[src/rtl/i2c_pkg.sv]
// Shared definitions for the I2C controller/target pair: bus bit constants,
// bit-counter width and the target state encoding.
package i2c_pkg;

  localparam logic I2C_ACK     = 1'b0;
  localparam logic I2C_NACK    = 1'b1;
  localparam logic I2C_RW_READ = 1'b1;

  // Wide enough to count the 9 clocks of a byte plus acknowledge.
  localparam int I2C_BIT_CNT_W = 4;

  typedef enum logic [3:0] {
    ST_IDLE,
    ST_ADDR,
    ST_ADDR_ACK,
    ST_REG,
    ST_REG_ACK,
    ST_WR_BYTE,
    ST_WR_ACK,
    ST_RD_BYTE,
    ST_RD_ACK,
    ST_IGNORE
  } tgt_state_t;

endpackage

[src/rtl/i2c_bus_monitor.sv]
// Synchronizes the SCL/SDA pads into the clk domain and decodes bus events:
// SCL edges, START (SDA falls while SCL high) and STOP (SDA rises while SCL high).
module i2c_bus_monitor #(
  parameter int SYNC_STAGES = 2
) (
  input  logic clk,
  input  logic rst_n,
  input  logic scl_in,
  input  logic sda_in,
  output logic scl_rise,
  output logic scl_fall,
  output logic start_det,
  output logic stop_det,
  output logic sda
);

  logic [SYNC_STAGES-1:0] scl_sync;
  logic [SYNC_STAGES-1:0] sda_sync;
  logic scl_prev;
  logic sda_prev;
  logic scl_s;

  assign scl_s = scl_sync[SYNC_STAGES-1];
  assign sda   = sda_sync[SYNC_STAGES-1];

  // Synchronizer chains plus one history stage; an idle bus reads high.
  always_ff @(posedge clk or negedge rst_n) begin
    if (!rst_n) begin
      scl_sync <= '1;
      sda_sync <= '1;
      scl_prev <= 1'b1;
      sda_prev <= 1'b1;
    end else begin
      scl_sync <= {scl_sync[SYNC_STAGES-2:0], scl_in};
      sda_sync <= {sda_sync[SYNC_STAGES-2:0], sda_in};
      scl_prev <= scl_s;
      sda_prev <= sda;
    end
  end

  assign scl_rise  = scl_s & ~scl_prev;
  assign scl_fall  = ~scl_s & scl_prev;
  assign start_det = scl_s & scl_prev & sda_prev & ~sda;
  assign stop_det  = scl_s & scl_prev & ~sda_prev & sda;

endmodule

[src/rtl/i2c_target.sv]
// I2C target with an 8-bit register pointer and a 16-bit register port.
// Write frame: addr+W, reg, hi, lo -> one reg_wr strobe.
// Read frame: addr+W, reg, (re)START, addr+R -> 16 bits MSB first from reg_rdata.
// Optional macro AUTO_INC_EN: pointer advances after each completed word
// written or each lo byte read that the controller ACKs.
module i2c_target
  import i2c_pkg::*;
#(
  parameter int         SYNC_STAGES = 2,
  parameter logic [7:0] RESET_PTR   = 8'h00
) (
  input  logic        clk,
  input  logic        rst_n,
  input  logic        en,
  input  logic [6:0]  own_address,
  input  logic        scl_in,
  input  logic        sda_in,
  output logic        sda_oe,
  output logic [7:0]  reg_addr,
  output logic [15:0] reg_wdata,
  output logic        reg_wr,
  input  logic [15:0] reg_rdata,
  output logic        reg_rd,
  output logic        busy
);

  logic scl_rise;
  logic scl_fall;
  logic start_det;
  logic stop_det;
  logic sda;

  tgt_state_t               state;
  logic [I2C_BIT_CNT_W-1:0] bit_cnt;
  logic [6:0]               rx_shift;
  logic [7:0]               rx_byte;
  logic                     rw_bit;
  logic [1:0]               byte_idx;
  logic [7:0]               hi_byte;
  logic [15:0]              tx_shift;
  logic                     last_bit;

  i2c_bus_monitor #(
    .SYNC_STAGES(SYNC_STAGES)
  ) u_bus_monitor (
    .clk      (clk),
    .rst_n    (rst_n),
    .scl_in   (scl_in),
    .sda_in   (sda_in),
    .scl_rise (scl_rise),
    .scl_fall (scl_fall),
    .start_det(start_det),
    .stop_det (stop_det),
    .sda      (sda)
  );

  // The byte being completed: seven bits already shifted plus the bit on the bus now.
  assign rx_byte  = {rx_shift, sda};
  assign last_bit = (bit_cnt == I2C_BIT_CNT_W'(7));

  // Target FSM: bits are sampled on SCL rises, SDA drive changes on SCL falls.
  always_ff @(posedge clk or negedge rst_n) begin
    if (!rst_n) begin
      state     <= ST_IDLE;
      bit_cnt   <= '0;
      rx_shift  <= '0;
      rw_bit    <= 1'b0;
      byte_idx  <= 2'd0;
      hi_byte   <= 8'h00;
      tx_shift  <= 16'h0000;
      sda_oe    <= 1'b0;
      reg_addr  <= RESET_PTR;
      reg_wdata <= 16'h0000;
      reg_wr    <= 1'b0;
      reg_rd    <= 1'b0;
      busy      <= 1'b0;
    end else begin
      reg_wr <= 1'b0;
      reg_rd <= 1'b0;
      if (reg_rd) begin
        tx_shift <= reg_rdata;
      end
`ifdef AUTO_INC_EN
      if (reg_wr) begin
        reg_addr <= reg_addr + 8'd1;
      end
`endif
      if (!en) begin
        state   <= ST_IDLE;
        sda_oe  <= 1'b0;
        busy    <= 1'b0;
        bit_cnt <= '0;
      end else if (stop_det) begin
        state   <= ST_IDLE;
        sda_oe  <= 1'b0;
        busy    <= 1'b0;
        bit_cnt <= '0;
      end else if (start_det) begin
        state   <= ST_ADDR;
        sda_oe  <= 1'b0;
        bit_cnt <= '0;
      end else begin
        case (state)
          ST_IDLE, ST_IGNORE: begin
            sda_oe <= 1'b0;
          end

          ST_ADDR: begin
            if (scl_fall) begin
              sda_oe <= 1'b0;
            end
            if (scl_rise) begin
              rx_shift <= {rx_shift[5:0], sda};
              bit_cnt  <= bit_cnt + I2C_BIT_CNT_W'(1);
              if (last_bit) begin
                bit_cnt <= '0;
                rw_bit  <= sda;
                if (rx_shift == own_address) begin
                  state <= ST_ADDR_ACK;
                end else begin
                  state <= ST_IGNORE;
                  busy  <= 1'b0;
                end
              end
            end
          end

          ST_ADDR_ACK: begin
            if (scl_fall) begin
              sda_oe <= ~I2C_ACK;
              busy   <= 1'b1;
            end
            if (scl_rise) begin
              bit_cnt <= '0;
              if (rw_bit == I2C_RW_READ) begin
                reg_rd   <= 1'b1;
                byte_idx <= 2'd0;
                state    <= ST_RD_BYTE;
              end else begin
                state <= ST_REG;
              end
            end
          end

          ST_REG: begin
            if (scl_fall) begin
              sda_oe <= 1'b0;
            end
            if (scl_rise) begin
              rx_shift <= {rx_shift[5:0], sda};
              bit_cnt  <= bit_cnt + I2C_BIT_CNT_W'(1);
              if (last_bit) begin
                bit_cnt  <= '0;
                reg_addr <= rx_byte;
                state    <= ST_REG_ACK;
              end
            end
          end

          ST_REG_ACK, ST_WR_ACK: begin
            if (scl_fall) begin
              sda_oe <= ~I2C_ACK;
            end
            if (scl_rise) begin
              bit_cnt <= '0;
              state   <= ST_WR_BYTE;
              if (state == ST_REG_ACK) begin
                byte_idx <= 2'd0;
              end
            end
          end

          ST_WR_BYTE: begin
            if (scl_fall) begin
              sda_oe <= 1'b0;
            end
            if (scl_rise) begin
              rx_shift <= {rx_shift[5:0], sda};
              bit_cnt  <= bit_cnt + I2C_BIT_CNT_W'(1);
              if (last_bit) begin
                bit_cnt <= '0;
                state   <= ST_WR_ACK;
                case (byte_idx)
                  2'd0: begin
                    hi_byte  <= rx_byte;
                    byte_idx <= 2'd1;
                  end
                  2'd1: begin
                    reg_wdata <= {hi_byte, rx_byte};
                    reg_wr    <= 1'b1;
`ifdef AUTO_INC_EN
                    byte_idx  <= 2'd0;
`else
                    byte_idx  <= 2'd2;
`endif
                  end
                  default: begin
                    byte_idx <= byte_idx;
                  end
                endcase
              end
            end
          end

          ST_RD_BYTE: begin
            if (scl_fall) begin
              sda_oe   <= ~tx_shift[15];
              tx_shift <= {tx_shift[14:0], 1'b0};
            end
            if (scl_rise) begin
              bit_cnt <= bit_cnt + I2C_BIT_CNT_W'(1);
              if (last_bit) begin
                bit_cnt <= '0;
                state   <= ST_RD_ACK;
              end
            end
          end

          ST_RD_ACK: begin
            if (scl_fall) begin
              sda_oe <= 1'b0;
            end
            if (scl_rise) begin
              if (sda == I2C_NACK) begin
                state <= ST_IGNORE;
              end else if (byte_idx == 2'd0) begin
                byte_idx <= 2'd1;
                state    <= ST_RD_BYTE;
              end else begin
                byte_idx <= 2'd0;
                reg_rd   <= 1'b1;
                state    <= ST_RD_BYTE;
`ifdef AUTO_INC_EN
                reg_addr <= reg_addr + 8'd1;
`endif
              end
            end
          end

          default: begin
            state  <= ST_IDLE;
            sda_oe <= 1'b0;
          end
        endcase
      end
    end
  end

endmodule

[config.mk]
export PLATFORM = sky130hd
export DESIGN_NAME = i2c_target
export DESIGN_NICKNAME = d
export VERILOG_FILES = /design/src/rtl/i2c_pkg.sv /design/src/rtl/i2c_bus_monitor.sv /design/src/rtl/i2c_target.sv
export SDC_FILE = /design/constraint.sdc
export NUM_CORES = 1
export LEC_CHECK = 0
export BUFFER_PORTS_ARGS = -buffer_cell sky130_fd_sc_hd__buf_2
export CORE_MARGIN = 4
export CORE_UTILIZATION = 61
export CTS_CLUSTER_SIZE = 30
export DETAILED_ROUTE_END_ITERATION = 10
export PLACE_DENSITY_LB_ADDON = 0.12
export SYNTH_ARGS = -nofsm -noshare
export SYNTH_HDL_FRONTEND = slang
export SYNTH_HIERARCHICAL = 1
export SYNTH_SLANG_ARGS = --single-unit
[constraint.sdc]
create_clock -name clk -period 3.8 [get_ports clk]
set_input_delay 0.38 -clock clk [delete_from_list [all_inputs] [get_ports clk]]
set_output_delay 0.38 -clock clk [all_outputs]
set_load 0.005 [all_outputs]
=== Yosys cells after proc, flatten, opt, wreduce, memory -nomap -nowiden ===
Index checks and enable logic that the tools add are counted.

* Flip-flop bits (word level): 76
* Input bits: 28
* Output and inout bits: 28

* $add $sub $neg: 1
* Eq/ne operators: 45
* Muxes and demuxes: 72
* Bitwise gates (word level): 14
* Reduce and logical (&&, ||, !) cells: 19

{| class="wikitable"
|+ Operator list
! operator !! count
|-
| 16-bit two-way mux || 6
|-
| 4-bit two-way mux || 22
|-
| 5-bit inequality test, second input constant || 12
|-
| 4-bit one-hot mux with 8 select lines || 1
|-
| 1-bit two-way mux || 28
|-
| 4-bit by 3-bit equality test with 1-bit output, second input constant || 5
|-
| 4-bit inequality test, second input constant || 5
|-
| 5-bit by 2-bit inequality test with 1-bit output, second input constant || 4
|-
| 6-bit AND reduction || 3
|-
| 2-bit two-way mux || 8
|-
| 2-bit inequality test, second input constant || 8
|-
| 7-bit AND reduction || 2
|-
| 13-bit AND reduction || 1
|-
| 12-bit AND reduction || 1
|-
| 4-bit by 2-bit equality test with 1-bit output, second input constant || 2
|-
| 4-bit equality test, second input constant || 2
|-
| 2-bit one-hot mux with 4 select lines || 1
|-
| 4-bit one-hot mux with 2 select lines || 1
|-
| 4-bit OR reduction || 2
|-
| 1-bit bitwise AND || 7
|-
| 7-bit equality test || 1
|-
| 1-bit NOT || 7
|-
| 3-bit AND reduction || 2
|-
| 3-bit OR reduction || 2
|-
| other kinds (16) || 18
|}

=== Longest topological paths before layout ===
* Depth after elaboration: 8
* Depth in mapped cells: 8

=== Modules after synthesis ===
Netlist, hierarchy kept.

{| class="wikitable"
|+ Modules (own cells, without submodules)
! module !! instances !! cells each !! area an instance (sq um) !! seq. area each (sq um)
|-
| i2c_target || 1 || 292 || 3507.1 || 1751.7
|-
| i2c_bus_monitor || 1 || 10 || 190.2 || 157.7
|}

=== Worst setup path after synthesis ===
No wires, ideal clock.

* Path type: register to register
* Start: reg u_bus_monitor.sda_sync[1]
* End: reg reg_wdata[10]
* Library setup time: 0.125 ns
* Arrival: 1.996 ns
* Setup slack: 1.679 ns
* Stages on the path, launching flop included: 8
* Path buffers: 2
* Cells stage by stage: dfstp_2 -> and4b_1 -> nand4bb_4 -> nor2_1 -> and2_1 -> buf_6 -> buf_12 -> mux2_4

* Cells in the longest elaborated chain, start to end: 4
* Elaborated cells on any way between the ends: 6
* Those cells by class: 5 x bitwise; 1 x reduce/logical

{| class="wikitable"
|+ RTL lines
! element !! RTL line !! text
|-
| start, declared || i2c_bus_monitor.sv:18 || <nowiki>logic [SYNC_STAGES-1:0] sda_sync;</nowiki>
|-
| start signal, assigned || i2c_bus_monitor.sv:35 || <nowiki>sda_sync <= {sda_sync[SYNC_STAGES-2:0], sda_in};</nowiki>
|-
| 1-bit NOT || i2c_bus_monitor.sv:43 || <nowiki>assign start_det = scl_s & scl_prev & sda_prev & ~sda;</nowiki>
|-
| 1-bit bitwise AND || i2c_bus_monitor.sv:43 ||
|-
| via start_det || i2c_target.sv:29 || <nowiki>logic start_det;</nowiki>
|-
| 1-bit NOT (no line) || -- ||
|-
| 7-bit AND reduction (no line) || -- ||
|-
| end signal, assigned || i2c_target.sv:189 || <nowiki>reg_wdata <= {hi_byte, rx_byte};</nowiki>
|-
| end, declared || i2c_target.sv:20 || <nowiki>output logic [15:0] reg_wdata,</nowiki>
|}

The timed path passes the listed nets, and every way through them passes these cells.
A chain may end at the register's enable or synchronous reset.

=== Worst setup path after layout ===
* Start: reg u_bus_monitor.sda_sync[1]
* End: reg tx_shift[15]

* Cells in the longest elaborated chain, start to end: 5
* Elaborated cells on any way between the ends: 6
* Those cells by class: 3 x mux; 3 x bitwise

{| class="wikitable"
|+ RTL lines
! element !! RTL line !! text
|-
| 1-bit NOT || i2c_bus_monitor.sv:43 ||
|-
| 1-bit bitwise AND || i2c_bus_monitor.sv:43 ||
|-
| via start_det || i2c_target.sv:29 ||
|-
| 16-bit two-way mux || i2c_target.sv:98 || <nowiki>end else if (start_det) begin</nowiki>
|-
| 16-bit two-way mux || i2c_target.sv:93 || <nowiki>end else if (stop_det) begin</nowiki>
|-
| 16-bit two-way mux || i2c_target.sv:88 || <nowiki>if (!en) begin</nowiki>
|-
| end signal, assigned || i2c_target.sv:81 || <nowiki>tx_shift <= reg_rdata;</nowiki>
|-
| end signal, assigned || i2c_target.sv:208 || <nowiki>tx_shift <= {tx_shift[14:0], 1'b0};</nowiki>
|-
| end, declared || i2c_target.sv:40 || <nowiki>logic [15:0] tx_shift;</nowiki>
|}

The timed path passes the listed nets, and every way through them passes these cells.

==> results_dict.tcl <==
set metrics [dict create \
    tns_ns 0 \
    cp-end-kind "flop" \
    chipWidth_um 85.9 \
    viasPerCell 5.71 \
    tightestPinTransition_ns 0.925 \
    ys.warnings.count 6 \
    cp-endpoint "tx_shift[15]" \
    clkTransAtPathRegs_ns 0.08 \
    dr.pass1.iters 4 \
    p_per_area_nw_per_um2 363 \
    worstSetupPathType "flop to flop" \
    rows 28 \
    grt_max_degree 77 \
    hpwl_mm 4.72 \
    synthDistinctLibCells 64 \
    cts_buffers 9 \
    relSlewSlack_pct 38.3 \
    clock_sinks 76 \
    synth-main-ff-cell "dfrtp_1" \
    antenna_found_initial 0 \
    grt_pass1_wl_mm 11.8 \
    drc 0 \
    areaGrowthSynthToFinish_pct 12.6 \
    hold_viol 0 \
    mostFrequentLayoutCells "dfrtp_1, buf_2, mux2_2, o21ai_0, nand2_1" \
    holdBufCountCts 0 \
    leakagePower_nw 2.00 \
    io_pins 56 \
    max_stage_delay_ns 0.75 \
    crit_family "simple AND/OR/NAND/NOR gates" \
    cp_slowest_cell "nor3_4" \
    reg2reg_from "u_bus_monitor/sda_sync[1]" \
    finalWirelength_mm 6.89 \
    startpoint_type "flop" \
    async_reset_ff_share_pct 100 \
    max_freq_ghz 0.387 \
    syn_area_per_cell_um2 12.2 \
    synth-edff-count 0 \
    h-tree-depth 3 \
    insertedDiodeCount 0 \
    setup-violations-final 0 \
    power_mw 1.51 \
    path_buf_inv 0 \
    critPathMaxFanout 31 \
    die_h_um 85.9 \
    rsz0062_at_grt "false" \
    peakVddDrop_v 0.000275 \
    worstSetupStartpoint "u_bus_monitor/sda_sync[1]" \
    cts_setup_buffers 0 \
    fp.coreArea_um2 5890 \
    cts_resized 0 \
    grt_overflow 0 \
    ys_ff_latch 76 \
    cp.arrival_ns 2.78 \
    min_period_ns 2.59 \
    syn_area_um2 3700 \
    clock-root-buffer "clkbuf_8" \
    start_util_pct 62.8 \
    layout_commonest_cell "dfrtp_1" \
    r2r_slack_ns 1.21 \
    timing.critical_path.cells "and4b_1 > or3b_1 > nor3_4 > o21ai_0" \
    gp_congestion 0.835 \
    r2r-end "tx_shift[15]" \
    crit_required_ns 3.99 \
    yosysSeqAreaShare_pct 51.6 \
    wire_per_inst_um 15.9 \
    worst-path-stages 4 \
    syn_nets 331 \
    fin_crit_sh_pct 68.0 \
    io_buffer_count 55 \
    drt_iter0_drc 217 \
    grt_pass1_vias 2457 \
    clkLatencyLatePin_ns 0.34 \
    grt_usage_pct 20.5 \
    r2r_cells 4 \
    fill_cells 441 \
    drive_gt1_share_pct 36.6 \
    antenna_left 0 \
    slew_viol_final 0 \
    final_nets 382 \
    status "completed" \
    clockBufferDepth 2 \
    syn_inst 302 \
    dieArea_um2 7370 \
    finalClockSkew_ns 0.00952 \
    hold_path_class "input pin to flop" \
    cts_tree "done" \
    vias 2473 \
    drv_cap 0 \
]
[synth_stat cells, drive strengths merged, types with 2 or more instances]
master | number | area share [%]
dfrtp | 70 | 47
mux2 | 40 | 13
o21ai | 26 | 3.5
nand2 | 23 | 2.3
mux2i | 17 | 4.6
buf | 16 | 3.3
a21oi | 8 | 1.1
nor2 | 8 | 0.88
nor3 | 7 | 1.3
xor2 | 7 | 1.7
dfstp | 6 | 4.3
inv | 6 | 0.61
nand3b | 6 | 1.7
nor2b | 4 | 0.68
nor4b | 4 | 1.3
a31oi | 3 | 0.91
nand3 | 3 | 0.41
nand4 | 3 | 0.68
a21boi | 2 | 0.41
a21o | 2 | 0.41
and4b | 2 | 0.54
nand2b | 2 | 0.34
nand4b | 2 | 0.47
nor4 | 2 | 0.34
o211ai | 2 | 0.41
o21a | 2 | 0.41
o221ai | 2 | 0.47
o41ai | 2 | 0.47
or2b | 2 | 0.41
[where the power goes]
group | switching [mW] | total, mW | leakage, nW | internal (mW)
combinational | 0.0366 | 0.0595 | 0.864 | 0.0229
clock | 0.314 | 0.627 | 0.101 | 0.314
sequential | 0.00964 | 0.826 | 1.04 | 0.816
total | 0.360 | 1.51 | 2.00 | 1.15
[worst min path at each step]
stage,end,slack [ns],depth (start not counted),start
6_report,u_bus_monitor/sda_sync[0],0.13,1,sda_in
5_1_grt,u_bus_monitor/sda_sync[0],0.11,1,sda_in
4_1_cts,u_bus_monitor/sda_sync[0],0.12,1,sda_in
3_5_place_dp,u_bus_monitor/sda_sync[1],0.35,0,u_bus_monitor/sda_sync[0]
3_3_place_gp,u_bus_monitor/scl_sync[1],0.35,0,u_bus_monitor/scl_sync[0]
2_1_floorplan,bit_cnt[0],0.08,0,rst_n
[worst reg2reg max path, stage by stage, from the launching register on]
cell and delay, ns:
dfstp_2 0.64, and4b_1 0.28, or3b_1 0.54, nor3_4 0.75, o21ai_0 0.23
[metal layers]
| metal | track usage, % | part of all wire [%] | up-vias |
|---|---|---|---|
| met5 | 0 | 0 | - |
| met4 | 8.92 | 1.6 | 0 |
| met3 | 4.13 | 5.8 | 10 |
| met2 | 30.3 | 46 | 75 |
| met1 | 29.6 | 46 | 1186 |
| li1 | - | - | 1202 |
[sequential cells by signal, indices dropped and copies added (netlist names)]
signal and cells:
sda_oe 1, state 4, tx_shift 16, rw_bit 1, u_bus_monitor/scl_sync 2, u_bus_monitor/sda_sync 2
bit_cnt 4, reg_wdata 16, reg_wr 1, reg_addr 8, reg_rd 1, busy 1
byte_idx 2, u_bus_monitor/scl_prev 1, u_bus_monitor/sda_prev 1, rx_shift 7, hi_byte 8
[through the flow]
stage	setup slack [ns]	area (um^2)	hold WS [ns]	cells	utilization, %
floorplan	1.68	3700	0.0844	302	-
detailed placement	1.19	3960	0.349	417	67.2
finish	1.21	4160	0.134	433	70.7
global placement	1.27	3960	0.346	417	67.2
CTS	1.17	4160	0.119	433	70.7
global route	0.963	4160	0.115	433	70.7
[cells by family (layout without fill, tap and decap cells)]
| family | count (synthesis) | in the layout | share of synthesized area [%] |
|---|---|---|---|
| mux | 57 | 57 | 17.7 |
| fa+ha+maj | 1 | 1 | 0.338 |
| xor+xnor | 8 | 8 | 1.90 |
| compound gates | 59 | 59 | 10.5 |
| flops | 76 | 76 | 51.6 |
| buf+inv | 23 | 79 | 4.03 |
| simple gates | 78 | 78 | 13.9 |
[layout make-up]
cell class	count	area, um^2	share of cell area (%)
flip-flops and latches	76	1910	45.9
multi-input cells	203	1640	39.4
repair buffers	57	293	7.03
clock buffers	9	124	2.98
well taps	75	93.8	2.25
clock inverters	7	81.3	1.95
inverters	6	22.5	0.541
No activity file was read; power rests on OpenSTA's default activity.
